## src/rtl/instr_fetch_ctrl.sv

```systemverilog
// Instruction fetch sequencer: owns the fetch PC, streams words from instruction memory into a
// small prefetch FIFO for the core. Define IFETCH_ALIGN_CHK_EN to fault and halt on misaligned redirects.
module instr_fetch_ctrl #(
  parameter int unsigned            BUS_WIDTH  = 32,
  parameter int unsigned            ADDR_WIDTH = 32,
  parameter logic [ADDR_WIDTH-1:0]  RESET_PC   = '0,
  parameter int unsigned            BUF_DEPTH  = 2
) (
  input  logic                  clk,
  input  logic                  rst_n,
  input  logic                  next_instr,
  input  logic                  redirect_valid,
  input  logic [ADDR_WIDTH-1:0] redirect_pc,
  output logic [BUS_WIDTH-1:0]  instruction,
  output logic [ADDR_WIDTH-1:0] instr_pc,
  output logic                  instr_valid,
  output logic                  mem_req,
  output logic [ADDR_WIDTH-1:0] mem_addr,
  input  logic                  mem_ack,
  input  logic [BUS_WIDTH-1:0]  mem_rdata,
  output logic                  fetch_fault
);

  localparam int unsigned PTR_W = $clog2(BUF_DEPTH);
  localparam int unsigned CNT_W = PTR_W + 1;
  localparam logic [CNT_W-1:0]      CNT_FULL = CNT_W'(BUF_DEPTH);
  localparam logic [CNT_W-1:0]      CNT_ZERO = CNT_W'(0);
  localparam logic [PTR_W-1:0]      PTR_ONE  = PTR_W'(1);
  localparam logic [ADDR_WIDTH-1:0] PC_STEP  = ADDR_WIDTH'(4);

`ifdef IFETCH_ALIGN_CHK_EN
  typedef enum logic [1:0] {
    ST_IDLE  = 2'd0,
    ST_FETCH = 2'd1,
    ST_DROP  = 2'd2,
    ST_HALT  = 2'd3
  } state_e;
`else
  typedef enum logic [1:0] {
    ST_IDLE  = 2'd0,
    ST_FETCH = 2'd1,
    ST_DROP  = 2'd2
  } state_e;
  localparam logic [ADDR_WIDTH-1:0] ALIGN_MASK = ~(ADDR_WIDTH'(3));
`endif

  state_e                  state_q, state_d;
  logic [ADDR_WIDTH-1:0]   fetch_pc_q, fetch_pc_d;
  logic [ADDR_WIDTH-1:0]   drop_addr_q, drop_addr_d;
  logic [BUS_WIDTH-1:0]    data_q [BUF_DEPTH];
  logic [BUS_WIDTH-1:0]    data_d [BUF_DEPTH];
  logic [ADDR_WIDTH-1:0]   pcbuf_q [BUF_DEPTH];
  logic [ADDR_WIDTH-1:0]   pcbuf_d [BUF_DEPTH];
  logic [PTR_W-1:0]        rd_ptr_q, rd_ptr_d;
  logic [PTR_W-1:0]        wr_ptr_q, wr_ptr_d;
  logic [CNT_W-1:0]        count_q, count_d;
`ifdef IFETCH_ALIGN_CHK_EN
  logic                    fault_q, fault_d;
  logic                    halt_pend_q, halt_pend_d;
  logic                    misaligned_s;
`endif

  logic                    req_s;
  logic                    pending_s;
  logic                    push_s;
  logic                    pop_s;
  logic [ADDR_WIDTH-1:0]   target_pc_s;

`ifdef IFETCH_ALIGN_CHK_EN
  assign misaligned_s = (redirect_pc[1:0] != 2'b00);
  assign target_pc_s  = redirect_pc;
  assign fetch_fault  = fault_q;
`else
  assign target_pc_s  = redirect_pc & ALIGN_MASK;
  assign fetch_fault  = 1'b0;
`endif

  // The request is a function of registered state only, so a same-cycle pop cannot re-open it.
  assign req_s     = ((state_q == ST_FETCH) && (count_q < CNT_FULL)) || (state_q == ST_DROP);
  assign pending_s = req_s && !mem_ack;
  assign push_s    = req_s && mem_ack && (state_q == ST_FETCH) && !redirect_valid;
  assign pop_s     = (count_q != CNT_ZERO) && next_instr && !redirect_valid;

  assign mem_req     = req_s;
  assign mem_addr    = (state_q == ST_DROP) ? drop_addr_q : fetch_pc_q;
  assign instr_valid = (count_q != CNT_ZERO);
  assign instruction = instr_valid ? data_q[rd_ptr_q] : '0;
  assign instr_pc    = instr_valid ? pcbuf_q[rd_ptr_q] : '0;

  // Fetch sequencing: next state, fetch PC, held drop address and fault tracking.
  always_comb begin
    state_d     = state_q;
    fetch_pc_d  = fetch_pc_q;
    drop_addr_d = drop_addr_q;
`ifdef IFETCH_ALIGN_CHK_EN
    fault_d     = fault_q;
    halt_pend_d = halt_pend_q;
`endif
    case (state_q)
      ST_IDLE: begin
        state_d = ST_FETCH;
        if (redirect_valid) begin
          fetch_pc_d = target_pc_s;
`ifdef IFETCH_ALIGN_CHK_EN
          if (misaligned_s) begin
            fault_d = 1'b1;
            state_d = ST_HALT;
          end else begin
            fault_d = 1'b0;
          end
`endif
        end else begin
          fetch_pc_d = fetch_pc_q;
        end
      end
      ST_FETCH: begin
        if (redirect_valid) begin
          fetch_pc_d = target_pc_s;
          // An unacknowledged request must still be completed; its data is thrown away in DROP.
          if (pending_s) begin
            state_d     = ST_DROP;
            drop_addr_d = fetch_pc_q;
          end else begin
            state_d = ST_FETCH;
          end
`ifdef IFETCH_ALIGN_CHK_EN
          if (misaligned_s) begin
            fault_d = 1'b1;
            if (pending_s) begin
              halt_pend_d = 1'b1;
            end else begin
              state_d = ST_HALT;
            end
          end else begin
            halt_pend_d = 1'b0;
          end
`endif
        end else if (push_s) begin
          fetch_pc_d = fetch_pc_q + PC_STEP;
        end else begin
          fetch_pc_d = fetch_pc_q;
        end
      end
      ST_DROP: begin
        if (redirect_valid) begin
          fetch_pc_d = target_pc_s;
`ifdef IFETCH_ALIGN_CHK_EN
          fault_d     = misaligned_s;
          halt_pend_d = misaligned_s;
`endif
        end else begin
          fetch_pc_d = fetch_pc_q;
        end
        if (mem_ack) begin
`ifdef IFETCH_ALIGN_CHK_EN
          state_d     = halt_pend_d ? ST_HALT : ST_FETCH;
          halt_pend_d = 1'b0;
`else
          state_d = ST_FETCH;
`endif
        end else begin
          state_d = ST_DROP;
        end
      end
`ifdef IFETCH_ALIGN_CHK_EN
      ST_HALT: begin
        if (redirect_valid && !misaligned_s) begin
          fault_d    = 1'b0;
          fetch_pc_d = target_pc_s;
          state_d    = ST_FETCH;
        end else begin
          state_d = ST_HALT;
        end
      end
`endif
      default: begin
        state_d = ST_IDLE;
      end
    endcase
  end

  // Prefetch FIFO bookkeeping; a redirect empties it regardless of a same-cycle pop or push.
  always_comb begin
    data_d   = data_q;
    pcbuf_d  = pcbuf_q;
    rd_ptr_d = rd_ptr_q;
    wr_ptr_d = wr_ptr_q;
    count_d  = count_q;
    if (redirect_valid) begin
      rd_ptr_d = '0;
      wr_ptr_d = '0;
      count_d  = CNT_ZERO;
    end else begin
      if (push_s) begin
        data_d[wr_ptr_q]  = mem_rdata;
        pcbuf_d[wr_ptr_q] = fetch_pc_q;
        wr_ptr_d          = wr_ptr_q + PTR_ONE;
      end else begin
        wr_ptr_d = wr_ptr_q;
      end
      if (pop_s) begin
        rd_ptr_d = rd_ptr_q + PTR_ONE;
      end else begin
        rd_ptr_d = rd_ptr_q;
      end
      count_d = count_q + CNT_W'(push_s) - CNT_W'(pop_s);
    end
  end

  // State register with synchronous active-low reset.
  always_ff @(posedge clk) begin
    if (!rst_n) begin
      state_q     <= ST_IDLE;
      fetch_pc_q  <= RESET_PC;
      drop_addr_q <= '0;
      data_q      <= '{default: '0};
      pcbuf_q     <= '{default: '0};
      rd_ptr_q    <= '0;
      wr_ptr_q    <= '0;
      count_q     <= CNT_ZERO;
`ifdef IFETCH_ALIGN_CHK_EN
      fault_q     <= 1'b0;
      halt_pend_q <= 1'b0;
`endif
    end else begin
      state_q     <= state_d;
      fetch_pc_q  <= fetch_pc_d;
      drop_addr_q <= drop_addr_d;
      data_q      <= data_d;
      pcbuf_q     <= pcbuf_d;
      rd_ptr_q    <= rd_ptr_d;
      wr_ptr_q    <= wr_ptr_d;
      count_q     <= count_d;
`ifdef IFETCH_ALIGN_CHK_EN
      fault_q     <= fault_d;
      halt_pend_q <= halt_pend_d;
`endif
    end
  end

endmodule
```

## config.mk

```make
export PLATFORM = sky130hd
export DESIGN_NAME = instr_fetch_ctrl
export DESIGN_NICKNAME = d
export VERILOG_FILES = /design/src/rtl/instr_fetch_ctrl.sv
export SDC_FILE = /design/constraint.sdc
export NUM_CORES = 1
export LEC_CHECK = 0
export ABC_AREA = 1
export CELL_PAD_IN_SITES_DETAIL_PLACEMENT = 0
export CELL_PAD_IN_SITES_GLOBAL_PLACEMENT = 1
export CORE_MARGIN = 8
export CORE_UTILIZATION = 33
export DETAILED_ROUTE_END_ITERATION = 6
export PLACE_DENSITY = 0.74
export SLEW_MARGIN = 5
export SYNTH_ARGS = -nofsm -noshare
export SYNTH_HDL_FRONTEND = slang
export SYNTH_SLANG_ARGS = --single-unit
export TNS_END_PERCENT = 100
```

## constraint.sdc

```tcl
create_clock -name clk -period 1.9 [get_ports clk]
set_clock_uncertainty 0.1 [all_clocks]
set_input_delay 0.475 -clock clk [delete_from_list [all_inputs] [get_ports clk]]
set_output_delay 0.475 -clock clk [all_outputs]
set_load 0.01 [all_outputs]
```

* Word level (Yosys, flattened, before mapping)
Cells that the tools add are included.
** Word-level totals
- Bits of input ports :: 69
- Output and inout bits :: 99
- Register bits :: 198
** Operators by class
- Order comparisons :: 4
- Add/subtract/negate cells :: 5
- Reduce and logical (&&, ||, !) cells :: 19
- Muxes and demuxes :: 21
- Equal/unequal tests :: 5
- Bitwise operators :: 4
** Operator list (count)
- $mux W32 :: 13
- $bwmux W64 :: 2
- $pmux W32 S2 :: 1
- $add A32 B3 Y32 const B :: 1
- $demux W32 S1 :: 1
- $logic_and A1 B1 Y1 :: 8
- $mux W2 :: 3
- $pmux W2 S3 :: 1
- $reduce_and A3 Y1 :: 2
- $ge A2 B2 Y1 const B :: 2
- $not A1 Y2 :: 2
- $reduce_bool A2 Y1 :: 2
- $reduce_or A2 Y1 :: 2
- $ne A3 B3 Y1 const B :: 1
- $add A1 B1 Y1 const B :: 2
- $add A2 B1 Y2 :: 1
- $eq A2 B1 Y1 const B :: 1
- $eq A2 B2 Y1 const B :: 1
- $logic_not A1 Y1 :: 2
- $logic_not A2 Y1 :: 1
- $lt A2 B1 Y1 const B :: 1
- $lt A2 B2 Y1 const B :: 1
- $ne A2 B1 Y1 const B :: 1
- $ne A2 B2 Y1 const B :: 1
- other kinds (4) :: 5

* Depth between registers and ports, before layout
Gate-level depths: netlist of the first run.
- Depth in word-level cells :: 9
- Mapped depth :: 10
- Depth with buffers taken out :: 10

* Least setup slack after synthesis of the first run
OpenSTA, ideal clock, no wires.
- Path type :: flip-flop to flip-flop
- From :: register count_q[1]
- To :: register count_q[1]
- Path buffers :: 0
- Stages on the path, launching flop included :: 10
- Arrival :: 1795 ps
- Data required time :: 1730 ps
- Setup slack :: -65 ps
- Setup time :: 70 ps
- Path through :: dfxtp_1 -> nor2_1 -> inv_1 -> nand2_1 -> nor2_1 -> ha_1 -> inv_1 -> ha_1 -> or2_2 -> a21oi_1
** Between the ends
- Elaborated cells between the ends (all ways) :: 11
- Those cells by class :: 2 x add/sub; 1 x order compare; 8 x reduce/logical
** RTL lines
- from (decl) :: RTL line 56 : logic [CNT_W-1:0] count_q, count_d;
- from (signal assigned) :: RTL line 233 : count_q <= count_d;
- $reduce_bool A2 Y1
- net instr_valid :: RTL line 16 : output logic instr_valid,
- $logic_and A1 B1 Y1 (2 in a row) :: RTL line 82 : assign pop_s = (count_q != CNT_ZERO) && next_instr && !redirect_valid;
- net pop_s :: RTL line 66 : logic pop_s;
- $sub A2 B1 Y2 :: RTL line 206 : count_d = count_q + CNT_W'(push_s) - CNT_W'(pop_s);
The timed path passes the listed nets, and every way through them passes these cells.
A chain may end at the register's enable or synchronous reset.

* Worst setup path after layout of the first run
- From :: register rd_ptr_q
- To :: output instruction[4]
** Between the ends
- Word-level cells in the longest chain between the ends :: 5
** Ends and longest elaborated chain
- from (decl) :: RTL line 54 : logic [PTR_W-1:0] rd_ptr_q, rd_ptr_d;
- from (signal assigned) :: RTL line 231 : rd_ptr_q <= rd_ptr_d;
- $not A1 Y2 (not written as such) :: RTL line 87 : assign instruction = instr_valid ? data_q[rd_ptr_q] : '0;
- $mux W32 (not written as such) (3 in a row) :: RTL line 87
- $mux W32 :: RTL line 87
- to (decl) :: RTL line 14 : output logic [BUS_WIDTH-1:0] instruction,
Every way passes these cells. The select of a mux whose other input is x is not followed.

==> results of run 1 <==
what timing repair did:
item | in CTS | in global routing
buffers inserted | 23 | 14
cloned | 12 | 13
pin swaps | 17 | 48
resized for setup | 585 | 200
setup endpoints to repair | 99 | 145
cell families (layout without fill, tap and decap cells):
logic type               Yosys count  count (layout)  synth area share, %
AND/OR/NAND/NOR                  611             611                26.86
flip-flops                       190             190                42.42
other                              1               5              0.04182
adder cells (fa/ha/maj)            3               3               0.4187
AO/OA/AOI/OAI                    384             384                21.57
buffers and inverters            170             440                8.484
XOR/XNOR                           2               2               0.1954
layer usage:
metal  up-vias  track usage, %  share of wire [%]
met1      4513           25.77                 44
met2       279           33.91                 48
met5         -               0                  0
met3        34           4.333                5.4
li1       4941               -                  -
met4         0           4.299                2.0
stage by stage:
stage | util [%] | worst slack, ns
after global placement | 43.39 | -0.3878
after floorplan | - | 0.02550
after CTS | 48.36 | -0.2706
final | 52.22 | -0.2402
after global routing | 52.22 | -0.3034
after detailed placement | 43.39 | -0.3849
cell type report:
type / instances / area, µm² / area share, %
Multi-Input combinational cell: 1005 / 5398 / 38.57
Inverter: 75 / 316.6 / 2.262
Clock inverter: 14 / 155.1 / 1.109
Timing Repair Buffer: 334 / 3457 / 24.70
Tap cell: 341 / 426.7 / 3.048
Clock buffer: 17 / 425.4 / 3.040
Sequential cell: 190 / 3817 / 27.28
worst max-delay path: stages (launching register included):
cell,delay (ns)
dfxtp_4,0.43
buf_4,0.16
buf_16,0.14
nand2_1,0.07
a21oi_2,0.16
buf_2,0.15
cells in the final DEF (no fill, tap or decap), drive strengths merged:
master / instances
a211oi: 2
a21oi: 168
a31oi: 2
buf: 259
bufinv: 1
clkbuf: 27
clkdlybuf4s50: 64
clkinv: 6
clkinvlp: 3
conb: 5
dfxtp: 190
dlymetal6s2s: 1
ha: 3
inv: 79
nand2: 303
nand3: 37
nand3b: 2
nand4: 6
nor2: 258
nor3: 2
o21ai: 211
o22ai: 1
or2: 3
xnor2: 1
xor2: 1
registers in the layout, summed over array words and instances (netlist names):
register and cells:
rd_ptr_q 1, state_q 2, drop_addr_q 30, data_q 64
count_q 2, wr_ptr_q 1, pcbuf_q 60, fetch_pc_q 30
worst max-delay path by stage:
stage	to	slack (ns)
after floorplan	mem_addr[3]	0.03
after global placement	count_q[1]$_SDFF_PP0_	-0.39
after detailed placement	count_q[1]$_SDFF_PP0_	-0.38
after CTS	mem_addr[2]	-0.27
after global routing	mem_addr[29]	-0.30
final	instruction[4]	-0.24
power by group through the flow:
| stage | registers [W] | logic, W | clock network (W) |
|---|---|---|---|
| after floorplan | 0.00433 | 0.000661 | 0 |
| after global placement | 0.00432 | 0.00138 | 0 |
| after detailed placement | 0.00433 | 0.00138 | 0 |
| after CTS | 0.00424 | 0.00150 | 0.00370 |
| after global routing | 0.00428 | 0.00180 | 0.00386 |
| final | 0.00426 | 0.00165 | 0.00363 |
==> results.toml, run 1 <==
[logic_synthesis]
synthesis.area_um2 = 8966
synth.most_common_cell = "nand2_1"
yosys_register_bits = 190
ys_seq_area_share_pct = 42.42
synth_commonest_cells = "302 x nand2_1, 256 x nor2_1, 190 x dfxtp_1"
synthFlopType = "dfxtp_1"
yosysTopAreaCell = "dfxtp_1"
synth_cells = 1361
async_flop_share_pct = 0
yosysUniqueCellTypes = 33
ys_top_cells_by_area = "dfxtp_1 42%, nand2_1 13%, nor2_1 11%"
yosys_warnings = 0
synth_edf_count = 0
synth_top_cell_area_share_pct = 42.42
postSynthAreaPerCell_um2 = 6.588

[clocking]
cts_root_buf = "clkbuf_16"
holdBufCountCts = 0
cts-htree-levels = 4
path_clk_slew_ns = 0.07
clock_sinks = 190
clkLatencyLatePin_ns = 0.44
numCtsBuffers = 17
cts_tree = "built"
cts.path.max_buffers = 2

[timing]
fmax_mhz = 467.2
setup_viol = 101
final_hold_viol_count = 0
grt_setup_unrepaired = "yes"
fin_crit_sh_pct = 112.6
tns_ns = -18.20
hold_slack_ns = 0.3540
slew_viol_final = 0
slew_headroom_pct = 61.39
worst_pin_slew_ns = 0.5791
period_minus_slack_ns = 2.140
fin_ws_ns = -0.2402

[grt]
grt_pass1_wl_um = 52250
antenna_found_initial = 0
grt_usage_pct = 20.04
grt_max_degree = 122
grt_pass1_vias = 9338
grt-ovfl-total = 0

[setup_path]
worst_setup_path_start_kind = "flop"
r2r-start = "state_q[0]$_SDFFE_PN0P_"
cp_data_required_time_ns = 1.32
critPathKind = "reg2out"
crit_arrival_ns = 1.57
reg2reg_to = "drop_addr_q[16]$_SDFFE_PN0P_"
critPathMaxFanout = 12
critPathLaunch = "rd_ptr_q$_SDFFE_PP0P_"
r2r.worst_path.cells = 11
r2r_slack_ns = -0.02
end_kind = "primary output"

[routing]
drtIter0Drc = 555
ant_nets = 0
drc = 0
wl_per_cell_um = 17.89
routed_wl_um = 35350
vias = 9767
drt-vias-per-instance = 4.943
drt_first_pass_iters = 5

[floorplan]
dieArea_um2 = 32700
coreArea_um2 = 26800
die_w_um = 180.8
num_rows = 60
initial_core_util_pct = 33.45
die_h_um = 180.8
ios = 168

[run]
cap_violations = 0

[place]
placedCellCount = 1887
io_buffers = 160
placed_area_um2 = 11630
hpwl_um = 21570
gp_congestion = 0.8751

[worst_hold_path]
min-delay-start = "drop_addr_q[27]$_SDFFE_PN0P_"
hold_end = "drop_addr_q[27]$_SDFFE_PN0P_"
whs_path_depth = 2
hp-class = "reg2reg"

[status]
failed_checks = "negative setup slack"
status = "finished with violations"

[layout]
instances_no_fill = 1976
drive_above_1_share_pct = 31.80
stdcell_area_um2 = 14000
nFillCells = 2583
num-nets-final = 1695
antenna_cells = 0
area_delta_synth_final_pct = 56.10

[power_and_ir_drop]
power_density_nw_per_um2 = 681.9
p_comb_share_pct = 17.3
switchingPower_w = 0.002790
p_int_w = 0.006754
switching_share_pct = 29.23
p_leak_nw = 5.500
ir_drop_v = 0.0005382
clkPwrFrac_pct = 38.1
power_w = 0.009544
p_seq_share_pct = 44.6
(Power assumes the default switching activity.)
==> run 2, diff against run 1 <==
CORE_UTILIZATION = 35   (was 33)
DONT_BUFFER_PORTS = 1   (was not set)
PLACE_DENSITY = 0.63   (was 0.74)
clock period = 2.65 ns   (was 1.9 ns; I/O delays follow)
==> results.toml, run 2 (synthesis gave the netlist of run 1 again) <==
[setup_path]
critPathKind = "reg2out"
end_kind = "primary output"
reg2reg_to = "count_q[1]$_SDFF_PP0_"
crit_arrival_ns = 1.71
cp_num_buf_inv = 2
crit_family = "compound AO/OA/AOI/OAI gates"
r2r.worst_path.cells = 10
critPathMaxFanout = 32
r2r-start = "count_q[1]$_SDFF_PP0_"
cp_data_required_time_ns = 1.89
crit_path_cell_trace = "inv_1, nor2_2, buf_4, o21ai_0"
r2r_slack_ns = 0.44
worst_setup_path_start_kind = "flop"
cpPeakStageDelay_ns = 0.50
cp_slowest_cell = "o21ai_0"

[clocking]
holdBufCountCts = 0
cts.path.max_buffers = 2
cts-htree-levels = 4
clock_sinks = 190
cts_root_buf = "clkbuf_16"
path_clk_slew_ns = 0.08
cts_tree = "built"
clkLatencyLatePin_ns = 0.43
numCtsBuffers = 17

[worst_hold_path]
whs_path_depth = 2
min-delay-start = "rst_n"
hp-class = "in2reg"
hold_end = "drop_addr_q[12]$_SDFFE_PN0P_"

[power_and_ir_drop]
power_density_nw_per_um2 = 625.3
p_int_w = 0.004525
power_w = 0.006305
p_comb_share_pct = 9.5
ir_drop_v = 0.0002904
switching_share_pct = 28.23
switchingPower_w = 0.001780
p_leak_nw = 3.555
p_seq_share_pct = 48.8
clkPwrFrac_pct = 41.7

[routing]
routed_wl_um = 29060
drt-vias-per-instance = 4.968
ant_nets = 0
drt_first_pass_iters = 5
drt-met1-wl_um = 13570
met3_length_um = 1730
vias = 8440
wl_per_cell_um = 17.10
top_layer = "met4"
drtIter0Drc = 584
drc = 0
met2_length_um = 13350

[grt]
grt_usage_pct = 18.54
antenna_found_initial = 0
grt_pass1_wl_um = 45750
grt-ovfl-total = 0
grt_max_degree = 162
grt_pass1_vias = 7838

[timing]
fmax_mhz = 404.3
slew_headroom_pct = 60.58
worst_pin_slew_ns = 0.5877
final_hold_viol_count = 0
tns_ns = 0
grt_setup_unrepaired = "no"
slew_viol_final = 0
setup_viol = 0
period_minus_slack_ns = 2.474
fin_crit_sh_pct = 93.35

[layout]
layout_commonest_cell = "nand2_1"
num-nets-final = 1428
drive_above_1_share_pct = 8.766
antenna_cells = 0
nFillCells = 2804
regMostFlops = "data_q"
reg_top3 = "data_q (64), pcbuf_q (60)"
largest_reg_flops = 64
final_cell_mix = "302 x nand2_1, 253 x nor2_1, 189 x o21ai_0, 189 x dfxtp_1, 167 x a21oi_1"
area_delta_synth_final_pct = 12.46

[status]
status = "finished clean"

[place]
hpwl_um = 19350
gp_congestion = 0.8544
io_buffers = 0

[run]
cap_violations = 0

[floorplan]
coreArea_um2 = 25180
ios = 168
initial_core_util_pct = 35.61
die_w_um = 176.1
num_rows = 58
dieArea_um2 = 31000
die_h_um = 176.1
-- run 2: through the flow --
stage	utilization [%]	cells	cell area, µm²	hold slack (ns)	worst slack (ns)
global placement	37.67	1667	9487	0.3297	0.4697
finish	40.04	1699	10080	0.2670	0.1763
global route	40.04	1699	10080	0.2520	0.02594
CTS	40.04	1699	10080	0.2466	0.08508
detailed placement	37.67	1667	9487	0.3341	0.4531
floorplan	-	1365	8981	0.3237	0.5880
-- run 2: layout make-up --
| cell class | instances | area (µm²) | area share [%] |
|---|---|---|---|
| multi-input cells | 1005 | 4434 | 43.98 |
| flip-flops and latches | 190 | 3805 | 37.73 |
| repair buffers | 67 | 553.0 | 5.485 |
| clock buffers | 17 | 425.4 | 4.219 |
| well taps | 330 | 412.9 | 4.095 |
| inverters | 75 | 282.8 | 2.804 |
| clock inverters | 15 | 170.2 | 1.688 |
-- run 2: timing repair --
| action | in CTS | in global routing |
|---|---|---|
| buffers inserted | 0 | 0 |
| endpoints found under the setup margin | 0 | 2 |
| resized for setup | 0 | 1 |
-- run 2: worst max-delay path by stage --
stage                            start               endpoint  slack (ns)  cells past startpoint
2_1_floorplan  state_q[1]$_SDFFE_PN0P_            mem_addr[3]        0.59                      5
3_3_place_gp     count_q[1]$_SDFF_PP0_  count_q[1]$_SDFF_PP0_        0.47                     10
3_5_place_dp     count_q[1]$_SDFF_PP0_  count_q[1]$_SDFF_PP0_        0.45                     10
4_1_cts          rd_ptr_q$_SDFFE_PP0P_        instruction[11]        0.09                      4
5_1_grt        state_q[1]$_SDFFE_PN0P_           mem_addr[25]        0.03                      5
6_report       state_q[1]$_SDFFE_PN0P_           mem_addr[18]        0.18                      4
-- run 2: worst reg2reg max path, stage by stage, from the launching register on --
cell     delay [ns]
dfxtp_1        0.40
nor2_4         0.17
buf_12         0.28
inv_1          0.13
nand2_1        0.13
nor2_1         0.06
ha_1           0.27
inv_1          0.04
ha_1           0.17
or2_2          0.29
a21oi_1        0.12
-- run 2: power by group through the flow --
stage          Sequential [W]  Combinational, W  Clock (W)
6_report              0.00307          0.000600    0.00263
5_1_grt               0.00309          0.000691    0.00283
3_3_place_gp          0.00314          0.000603          0
2_1_floorplan         0.00310          0.000474          0
3_5_place_dp          0.00314          0.000605          0
4_1_cts               0.00307          0.000608    0.00272
-- run 2: routing by layer --
layer	vias up	track usage [%]
li1	4385	-
met1	3824	24.99
met2	206	29.47
met3	25	3.974
met4	0	5.051
met5	-	0
==> run 3, diff against run 2 <==
CORE_MARGIN = not set   (was 8)
MAX_ROUTING_LAYER = met4   (was not set)
==> results.toml, run 3 (synthesis gave the netlist of run 1 again) <==
[setup_path]
path_depth = 5
worst_setup_path_start_kind = "flop"
end_kind = "primary output"
r2r.worst_path.cells = 10
cpMostUsedCell = "buf_4"
critPathMaxFanout = 18
cp_slowest_cell = "dfxtp_2"
crit_path_cell_trace = "clkinv_2, buf_4, nand2_1, a21oi_1, buf_4"
critPathKind = "reg2out"
cp_data_required_time_ns = 1.89
cpPeakStageDelay_ns = 0.34
cp_num_buf_inv = 3
crit_family = "buffers and inverters"
crit_arrival_ns = 1.72

[routing]
drt-vias-per-instance = 4.969
vias = 8382
drtIter0Drc = 541
wl_per_cell_um = 16.61
routed_wl_um = 28020
ant_nets = 0
drc = 0
drt_first_pass_iters = 5

[worst_hold_path]
hp-class = "in2reg"
whs_path_depth = 2

[layout]
layout_commonest_cell = "nand2_1"
final_cell_mix = "302 x nand2_1, 253 x nor2_1, 189 x dfxtp_1"
reg_top3 = "data_q (64), pcbuf_q (60)"
area_delta_synth_final_pct = 11.78
num-nets-final = 1416
drive_above_1_share_pct = 7.885
regMostFlops = "data_q"
instances_no_fill = 1687
antenna_cells = 0
postLayoutCoreUtil_pct = 39.80
largest_reg_flops = 64
nFillCells = 2815

[clocking]
cts.path.max_buffers = 2
clock_sinks = 190
path_clk_slew_ns = 0.08
cts_root_buf = "clkbuf_16"
ctsResizeCount = 0
numCtsBuffers = 17
holdBufCountCts = 0
clkLatencyLatePin_ns = 0.43
postCtsSetupBuffers = 0
cts-htree-levels = 4
cts_tree = "built"

[timing]
grt_setup_unrepaired = "no"
fin_ws_ns = 0.1645
setup_viol = 0
final_hold_viol_count = 0
fmax_mhz = 402.3
worst_pin_slew_ns = 0.5622
tns_ns = 0
slew_headroom_pct = 62.12
fin_crit_sh_pct = 93.79
period_minus_slack_ns = 2.485
slew_viol_final = 0

[grt]
antenna_found_initial = 0
grt_usage_pct = 22.34
grt_pass1_wl_um = 44250
grt_max_degree = 162
grt-ovfl-total = 0
grt_pass1_vias = 7926

[power_and_ir_drop]
ir_drop_v = 0.0002886
p_leak_nw = 3.496
power_w = 0.006245
power_density_nw_per_um2 = 623.2

[place]
placedCellCount = 1655
preCtsSetupSlack_ns = 0.5025
gp_congestion = 0.8672
hpwl_um = 18050
io_buffers = 0

[floorplan]
die_w_um = 162.1
die_h_um = 162.1
initial_core_util_pct = 35.61
num_rows = 58
dieArea_um2 = 26260
coreArea_um2 = 25180
ios = 168

[run]
cap_violations = 0

[status]
status = "finished clean"
[run 3: report_power, final]
group          internal [W]  leakage, nW  switching (W)
combinational      0.000196         1.68       0.000393
clock               0.00133        0.273        0.00124
sequential          0.00297         1.55       0.000109
[run 3: cell type report]
| class | instances | area, µm² | area share, % |
|---|---|---|---|
| repair buffers | 55 | 513.0 | 5.119 |
| multi-input cells | 1005 | 4434 | 44.24 |
| clock inverters | 14 | 145.1 | 1.448 |
| well taps | 330 | 412.9 | 4.120 |
| inverters | 75 | 282.8 | 2.821 |
| flip-flops and latches | 190 | 3805 | 37.97 |
| clock buffers | 18 | 429.2 | 4.282 |
[run 3: path summary, 6_finish.rpt]
check | from | end | slack (ns)
setup / recovery | rd_ptr_q$_SDFFE_PP0P_ | instr_pc[7] | 0.16
hold / removal | rst_n | drop_addr_q[19]$_SDFFE_PN0P_ | 0.27
setup reg to reg | fetch_pc_q[2]$_SDFFE_PN0P_ | fetch_pc_q[28]$_SDFFE_PN0P_ | 0.61
hold reg to reg | drop_addr_q[12]$_SDFFE_PN0P_ | drop_addr_q[12]$_SDFFE_PN0P_ | 0.35
[run 3: per-stage QoR]
stage / instance area [µm²] / hold WS (ns)
after floorplan: 8981 / 0.3237
after global placement: 9447 / 0.3308
after detailed placement: 9447 / 0.3340
after CTS: 10020 / 0.2510
after global routing: 10020 / 0.2624
final: 10020 / 0.2712
[run 3: per-layer routing]
metal / up-vias / track usage, % / wire (µm)
met1: 3847 / 29.01 / 13430
met4: 0 / 4.974 / 335
met2: 162 / 36.01 / 13060
met5: - / - / 0
met3: 20 / 4.035 / 1204
li1: 4353 / - / -
